--- config.mk ---
export PLATFORM = sky130hd
export DESIGN_NAME = serial_alu_seq
export DESIGN_NICKNAME = d
export VERILOG_FILES = /design/src/rtl/serial_alu_pkg.sv /design/src/rtl/serial_alu_shreg.sv /design/src/rtl/serial_alu_seq.sv
export SDC_FILE = /design/constraint.sdc
export NUM_CORES = 1
export LEC_CHECK = 0
export BUFFER_PORTS_ARGS = -buffer_cell sky130_fd_sc_hd__buf_4
export CORE_UTILIZATION = 40
export CTS_CLUSTER_SIZE = 40
export DETAILED_ROUTE_END_ITERATION = 12
export PLACE_DENSITY_LB_ADDON = 0.25
export SLEW_MARGIN = 5
export SYNTH_ARGS = -nofsm -noshare
export SYNTH_HDL_FRONTEND = slang
export SYNTH_SLANG_ARGS = --single-unit
--- constraint.sdc ---
create_clock -name clk -period 1.24 [get_ports clk]
set_input_delay 0.124 -clock clk [delete_from_list [all_inputs] [get_ports clk]]
set_output_delay 0.124 -clock clk [all_outputs]
set_load 0.03 [all_outputs]
--- src/rtl/serial_alu_pkg.sv ---
// Shared definitions for the bit-serial ALU sequencer: slice op codes, FSM state
// encoding and the bit-counter width helper.
package serial_alu_pkg;

    localparam logic [2:0] OP_AND  = 3'd7;
    localparam logic [2:0] OP_NOT  = 3'd6;
    localparam logic [2:0] OP_OR   = 3'd5;
    localparam logic [2:0] OP_XOR  = 3'd4;
    localparam logic [2:0] OP_ADD  = 3'd3;
    localparam logic [2:0] OP_SUB  = 3'd2;
    localparam logic [2:0] OP_RSV1 = 3'd1;
    localparam logic [2:0] OP_RSV0 = 3'd0;

    typedef logic [1:0] state_t;
    localparam state_t ST_IDLE = 2'd0;
    localparam state_t ST_RUN  = 2'd1;
    localparam state_t ST_DONE = 2'd2;

    function automatic int cnt_width(input int width);
        return $clog2(width);
    endfunction

endpackage

--- src/rtl/serial_alu_shreg.sv ---
// WIDTH-bit register with synchronous clear, parallel load and right shift with
// serial input at the MSB. Clear beats load, load beats shift.
module serial_alu_shreg #(
    parameter int WIDTH = 8
) (
    input  logic             clk,
    input  logic             i_clr,
    input  logic             i_load,
    input  logic [WIDTH-1:0] i_load_val,
    input  logic             i_shift,
    input  logic             i_sin,
    output logic [WIDTH-1:0] o_q
);

    logic [WIDTH-1:0] r_q;

    always_ff @(posedge clk) begin
        if (i_clr) begin
            r_q <= '0;
        end else if (i_load) begin
            r_q <= i_load_val;
        end else if (i_shift) begin
            r_q <= {i_sin, r_q[WIDTH-1:1]};
        end
    end

    assign o_q = r_q;

endmodule

--- src/rtl/serial_alu_seq.sv ---
// Bit-serial sequencer driving an external alu1 slice LSB-first.
// Optional flag outputs result_zero/result_ovf are built when SERIAL_ALU_FLAGS_EN is defined.
//
// state   | meaning
// IDLE    | waiting for a request, start_ready high
// RUN     | one operand bit per cycle through the slice
// DONE    | result held until result_ready
module serial_alu_seq
    import serial_alu_pkg::*;
#(
    parameter int WIDTH = 8
) (
    input  logic             clk,
    input  logic             rst,
    input  logic             start_valid,
    output logic             start_ready,
    input  logic [2:0]       op,
    input  logic [WIDTH-1:0] a_in,
    input  logic [WIDTH-1:0] b_in,
    input  logic             cin_in,
    output logic             slice_a,
    output logic             slice_b,
    output logic             slice_carry_in,
    output logic [2:0]       slice_select,
    input  logic             slice_out,
    input  logic             slice_carry_out,
    output logic             result_valid,
    input  logic             result_ready,
    output logic [WIDTH-1:0] result,
    output logic             result_carry
`ifdef SERIAL_ALU_FLAGS_EN
   ,output logic             result_zero,
    output logic             result_ovf
`endif
);

    localparam int CNT_W = cnt_width(WIDTH);
    localparam logic [CNT_W-1:0] CNT_LAST = CNT_W'(WIDTH - 1);

    state_t            r_state;
    logic [CNT_W-1:0]  r_cnt;
    logic [2:0]        r_op;
    logic              r_carry;

    logic              w_live;
    logic              w_idle;
    logic              w_run;
    logic              w_done;
    logic              w_accept;
    logic              w_last;
    logic              w_addsub;
    logic [WIDTH-1:0]  w_a_q;
    logic [WIDTH-1:0]  w_b_q;
    logic [WIDTH-1:0]  w_res_q;
    logic              w_unused;

    assign w_idle   = (r_state == ST_IDLE);
    assign w_run    = (r_state == ST_RUN);
    assign w_done   = (r_state == ST_DONE);
    assign w_accept = w_idle && start_valid;
    assign w_last   = w_run && (r_cnt == CNT_LAST);
    assign w_addsub = (r_op == OP_ADD) || (r_op == OP_SUB);
    // Outputs are forced quiet while rst is high so nothing leaks out of an aborted op.
    assign w_live   = ~rst;

    serial_alu_shreg #(.WIDTH(WIDTH)) u_a_sr (
        .clk        (clk),
        .i_clr      (rst),
        .i_load     (w_accept),
        .i_load_val (a_in),
        .i_shift    (w_run),
        .i_sin      (1'b0),
        .o_q        (w_a_q)
    );

    serial_alu_shreg #(.WIDTH(WIDTH)) u_b_sr (
        .clk        (clk),
        .i_clr      (rst),
        .i_load     (w_accept),
        .i_load_val (b_in),
        .i_shift    (w_run),
        .i_sin      (1'b0),
        .o_q        (w_b_q)
    );

    serial_alu_shreg #(.WIDTH(WIDTH)) u_res_sr (
        .clk        (clk),
        .i_clr      (rst),
        .i_load     (w_accept),
        .i_load_val ({WIDTH{1'b0}}),
        .i_shift    (w_run),
        .i_sin      (slice_out),
        .o_q        (w_res_q)
    );

    // Only the LSB of each operand register is ever presented to the slice.
    assign w_unused = ^{w_a_q[WIDTH-1:1], w_b_q[WIDTH-1:1]};

    always_ff @(posedge clk) begin
        if (rst) begin
            r_state <= ST_IDLE;
            r_cnt   <= '0;
            r_op    <= 3'd0;
            r_carry <= 1'b0;
        end else begin
            case (r_state)
                ST_IDLE: begin
                    if (start_valid) begin
                        r_op    <= op;
                        r_carry <= cin_in;
                        r_cnt   <= '0;
                        r_state <= ST_RUN;
                    end
                end
                ST_RUN: begin
                    r_carry <= slice_carry_out;
                    r_cnt   <= r_cnt + CNT_W'(1);
                    if (w_last) begin
                        r_state <= ST_DONE;
                    end
                end
                ST_DONE: begin
                    if (result_ready) begin
                        r_state <= ST_IDLE;
                    end
                end
                default: r_state <= ST_IDLE;
            endcase
        end
    end

    assign start_ready    = w_live && w_idle;
    assign slice_a        = w_live && w_run && w_a_q[0];
    assign slice_b        = w_live && w_run && w_b_q[0];
    assign slice_carry_in = w_live && w_run && r_carry;
    assign slice_select   = (w_live && w_run) ? r_op : 3'd0;
    assign result_valid   = w_live && w_done;
    assign result         = (w_live && w_done) ? w_res_q : {WIDTH{1'b0}};
    assign result_carry   = w_live && w_done && w_addsub && r_carry;

`ifdef SERIAL_ALU_FLAGS_EN
    // Carry into the MSB, captured while the last bit is in the slice.
    logic r_carry_msb;

    always_ff @(posedge clk) begin
        if (rst) begin
            r_carry_msb <= 1'b0;
        end else if (w_last) begin
            r_carry_msb <= r_carry;
        end
    end

    assign result_zero = w_live && w_done && (w_res_q == {WIDTH{1'b0}});
    assign result_ovf  = w_live && w_done && w_addsub && (r_carry_msb ^ r_carry);
`endif

endmodule

* After elaboration in Yosys (flattened, before gate mapping)
Index checks and enable logic that the tools add are counted.
W data, S select, Z words.
** Storage, ports and cells
- Word-level logic and storage cells :: 49
- Input port bits :: 26
- Output and inout bits :: 17
- Register bits after elaboration :: 33
** Operators by class
- Add/subtract/negate cells :: 1
- Multiplexer cells :: 14
- Equal/unequal tests :: 8
- Reduce and logical (&&, ||, !) cells :: 18
- Bitwise operators :: 1
** Operator list (number)
- $mux W8 :: 5
- $logic_and A1 B1 Y1 :: 10
- $eq A3 B2 Y1 const B :: 2
- $mux W2 :: 3
- $mux W3 :: 2
- $pmux W2 S3 :: 1
- $pmux W3 S2 :: 1
- $ne A2 B2 Y1 const B :: 2
- $reduce_and A2 Y1 :: 2
- $reduce_bool A2 Y1 :: 2
- $add A3 B1 Y3 const B :: 1
- $eq A3 B3 Y1 const B :: 1
- $reduce_and A3 Y1 :: 1
- $eq A2 B1 Y1 const B :: 1
- $eq A2 B2 Y1 const B :: 1
- $logic_not A2 Y1 :: 1
- $ne A2 B1 Y1 const B :: 1
- $pmux W1 S2 :: 1
- $reduce_or A2 Y1 :: 1
- $logic_or A1 B1 Y1 :: 1
- $mux W1 :: 1
- $not A1 Y1 :: 1

* Longest topological paths before layout
- Depth in word-level cells :: 4
- Mapped depth :: 5
- Gate-level depth less buffers :: 4

* Hierarchy
Synthesis repeated with hierarchy kept, for this count alone.
** Second synthesis, totals
- Cells, all modules :: 166
- Area, all modules :: 1611.5 µm²
** By module, submodules not included
- serial_alu_shreg :: times used 3, cells each 35, area an instance 369.1 µm²
- serial_alu_seq :: times used 1, cells each 61, area an instance 504.2 µm²

* Least setup slack after synthesis
No wires, ideal clock.
- Path type :: reg-to-output
- From :: reg r_state[1]
- To :: out result_carry
- Buffers on the path :: 1
- Cell stages (with the launch flop) :: 4
- Arrival :: 1483 ps
- Path slack :: -367 ps
- Data required time :: 1116 ps
- Path through :: dfxtp_1 > buf_4 > nor3b_4 > and4b_1
** Between the ends
- Cells in the longest elaborated chain, start to end :: 4
** RTL lines
- from (decl) :: line serial_alu_seq.sv:40 : state_t r_state;
- from (signal assigned) :: line serial_alu_seq.sv:101 : r_state <= ST_IDLE;
- from (signal assigned) :: line serial_alu_seq.sv:112 : r_state <= ST_RUN;
- from (signal assigned) :: line serial_alu_seq.sv:119 : r_state <= ST_DONE;
- $eq A2 B2 Y1 :: line serial_alu_seq.sv:59 : assign w_done = (r_state == ST_DONE);
- $logic_and A1 B1 Y1
- via result_valid :: line serial_alu_seq.sv:27 : output logic result_valid,
- $logic_and A1 B1 Y1 (2 in series) :: line serial_alu_seq.sv:139 : assign result_carry = w_live && w_done && w_addsub && r_carry;
- to (decl) :: line serial_alu_seq.sv:30 : output logic result_carry
The timed path passes the listed nets, and every way through them passes these cells.

* Worst setup path in the final report
- From :: reg r_state[1]
- To :: reg u_a_sr.r_q[6] (netlist: u_a_sr.o_q[6])
** Between the ends
- Cells in the longest elaborated chain, start to end :: 3
** RTL lines
- $logic_not A2 Y1 :: line serial_alu_seq.sv:57 : assign w_idle = (r_state == ST_IDLE);
- $logic_and A1 B1 Y1 :: line serial_alu_seq.sv:60 : assign w_accept = w_idle && start_valid;
- $mux W8 / $reduce_bool A2 Y1 (equally long branches)
- to (signal assigned) :: line serial_alu_shreg.sv:21 : r_q <= i_load_val;
- to (signal assigned) :: line serial_alu_shreg.sv:23 : r_q <= {i_sin, r_q[WIDTH-1:1]};
- to (decl) :: line serial_alu_shreg.sv:15 : logic [WIDTH-1:0] r_q;
Several ways; a longest one is shown, not always the timed one.
A chain may end at the register's enable or synchronous reset.

==> reports/metrics.yaml <==
status:
  outcome: "finished with violations"
  violations: "negative setup slack"
worst_setup_path:
  critical_path_class: "reg -> reg"
  cp_num_buf_inv: 2
  critical_path_required_ps: 1400
  crit_arrival_ps: 1570
  critPathTopFamily: "simple AND/OR/NAND/NOR gates"
  end_kind: "register"
  max_stage_delay_ps: 450
  cp_slowest_cell: "or3b_4"
  cp-start-kind: "register"
  crit_chain: "buf_4 -> or3b_4 -> clkbuf_16 -> nor2_2 -> a311oi_2"
  cp_max_fo: 5
pwr:
  leakagePower_uw: 0.000967
  pwr-share-clk_pct: 32.2
  ir_worst_vdd_uv: 761
  p_sw_uw: 657
  switching_share_pct: 26.6
  power_density_nw_per_um2: 1030
  pwr-share-comb_pct: 20.8
  p_int_uw: 1810
  seqPwrFrac_pct: 47.0
  total_power_uw: 2470
synthesis:
  synth_area_sq_um: 1590
  synth_flop_cell: "dfxtp_1"
  synth_top_area_share_pct: 41.6
  synth-edff-count: 0
  synthTopCellsByArea: "dfxtp_1 42%, nand2_1 9.2%, a21oi_1 9.1%, nor2_1 5.2%, and2_1 4.3%"
  synth.distinct_cells: 27
  synth_area_leader_cell: "dfxtp_1"
  async_flop_share_pct: 0
  yosysWarnings: 0
  synth-seq-cells: 33
  syn_inst: 193
  ys_seq_area_share_pct: 41.6
  syn_avg_cell_area_sq_um: 8.22
  syn_nets: 221
die:
  die_y_microns: 65.0
  start_util_pct: 42.4
  die_area_sq_um: 4220
  rows: 22
  core_area_sq_um: 3740
  die_w_microns: 65.0
  ios: 43
routing:
  via_per_inst: 5.04
  drc: 0
  wirelength_mm: 3.66
  ant_nets: 0
  drt_pre_antenna_iters: 4
  wl_per_cell_microns: 12.4
  vias: 1487
  drt_iter0_drc: 144
timing:
  fin_crit_ps: 1410
  whs_ps: 92.1
  skew_ps: 3.59
  period_share_pct: 114
  fin_ws_ps: -169
  hold_viol: 0
  final-max-slew-violation-count: 0
  final.setup.tns_ps: -4820
  fmax_mhz: 710
  setup_viol: 48
  rsz0062_at_grt: "yes"
  worst_slew_pin_slew_ps: 226
  slew_headroom_pct: 84.7
placement:
  placed_cell_area_sq_um: 2060
  dp_hpwl_mm: 2.31
  portBuffers: 42
  routabilityCongestion: 0.690
cts:
  cts_buffer_depth: 2
  tritoncts: "done"
  cts_buffers: 5
  htree_levels: 2
  cts.sinks: 33
  clockRootBuffer: "clkbuf_8"
  clk_pin_slew_ps: 60
  clk_latency_ps: 270
min_path:
  hold_path_class: "in -> reg"
final_layout:
  fill_cells: 327
  final_core_util_pct: 63.9
  nets: 275
  postLayoutCellArea_sq_um: 2390
  antenna_cells: 0
  area_growth_pct: 50.8
  multi_input_area_sq_um: 963
  drive_above_1_share_pct: 47.8
  ff_latch_area_sq_um: 666
job:
  maxCapViolCount: 0
global_route:
  first_global_vias: 1266
  grt-ovfl-total: 0
  grt_max_degree: 32
  antenna_found_initial: 0
  grt_pass1_wl_mm: 5.75
  track_usage_pct: 17.6
-- per-layer routing --
metal,track usage [%],wire (microns),up-vias
li1,-,-,759
met1,23.2,1710,686
met2,28.3,1790,39
met3,4.75,142,3
met4,4.17,24,0
met5,0,0,-
-- path summary, 6_finish.rpt --
| path | start | endpoint | slack (ps) | cells after the start |
|---|---|---|---|---|
| min | op[0] | r_op[0]$_SDFFE_PP0P_ | 90 | 3 |
| max reg2reg | r_state[1]$_SDFFE_PP0P_ | u_a_sr.o_q[6]$_SDFFE_PP0P_ | -170 | 5 |
| min reg2reg | r_op[0]$_SDFFE_PP0P_ | r_op[0]$_SDFFE_PP0P_ | 450 | 2 |
| max | r_state[1]$_SDFFE_PP0P_ | u_a_sr.o_q[6]$_SDFFE_PP0P_ | -170 | 5 |
-- power by group through the flow --
stage	logic, uW	clock network (uW)	registers, uW
after floorplan	286	0	1170
after global placement	423	0	1180
after detailed placement	427	0	1180
after CTS	450	828	1160
after global routing	561	878	1170
final	514	796	1160
-- registers in the layout (all words and copies together) (netlist names) --
signal        flops
u_b_sr.o_q        8
r_carry           1
u_res_sr.o_q      8
u_a_sr.o_q        8
r_state           2
r_cnt             3
r_op              3
-- layout by cell type (no fill, tap or decap), types with 2 or more instances in the layout --
cell type / Yosys / final
a211oi_1: 6 / 5
a211oi_2: 5 / 6
a21oi_1: 29 / 29
a21oi_2: 5 / 5
and2_2: 0 / 3
and2_4: 0 / 8
buf_12: 0 / 3
buf_4: 4 / 39
buf_6: 3 / 18
clkbuf_16: 0 / 2
clkbuf_8: 0 / 6
dfxtp_1: 33 / 31
ha_1: 2 / 2
inv_1: 3 / 3
nand2_1: 39 / 39
nand2b_1: 3 / 2
nand3_1: 4 / 4
nor2_1: 22 / 9
nor2_2: 0 / 6
nor2_4: 0 / 7
nor3_4: 0 / 4
nor3b_4: 2 / 2
o221a_2: 3 / 3
-- Yosys cell counts, types with 2 or more instances --
cell type   n
nand2_1    39
dfxtp_1    33
a21oi_1    29
nor2_1     22
and2_1     11
a211oi_1    6
buf_2       6
a211oi_2    5
a21oi_2     5
buf_4       4
nand3_1     4
nor3_1      4
buf_6       3
inv_1       3
nand2b_1    3
o221a_2     3
ha_1        2
nor3b_4     2
-- layout make-up --
| class | count | share of cell area (%) |
|---|---|---|
| repair buffers | 62 | 25.3 |
| well taps | 48 | 2.51 |
| inverters | 3 | 0.471 |
| clock buffers | 7 | 3.61 |
| multi-input cells | 142 | 40.3 |
| flip-flops and latches | 33 | 27.8 |
-- logic make-up after synthesis --
family / synth area share, %
AND/OR/NAND/NOR: 27.1
flip-flops: 41.6
buffers and inverters: 7.10
adder cells (fa/ha/maj): 1.58
AO/OA/AOI/OAI: 22.6
-- worst min-delay path: cells and delay by family --
kind	cells	cell delay, ps
buffers and inverters	1	110
AO/OA/AOI/OAI	1	50
AND/OR/NAND/NOR	1	40
-- through the flow --
stage                     instances  worst slack, ps
after floorplan                 193             -229
after global placement          282            -12.3
after detailed placement        282            -38.4
after CTS                       292             -182
after global routing            295             -234
final                           295             -169
-- repair_timing --
item | CTS | global route
hold buffers | 0 | 0
endpoints found under the setup margin | 29 | 48
gates resized for setup | 30 | 21
cloned | 0 | 3
pin swaps | 2 | 1
setup buffers | 3 | 0
Note: power is estimated with default switching activity, not from simulation.
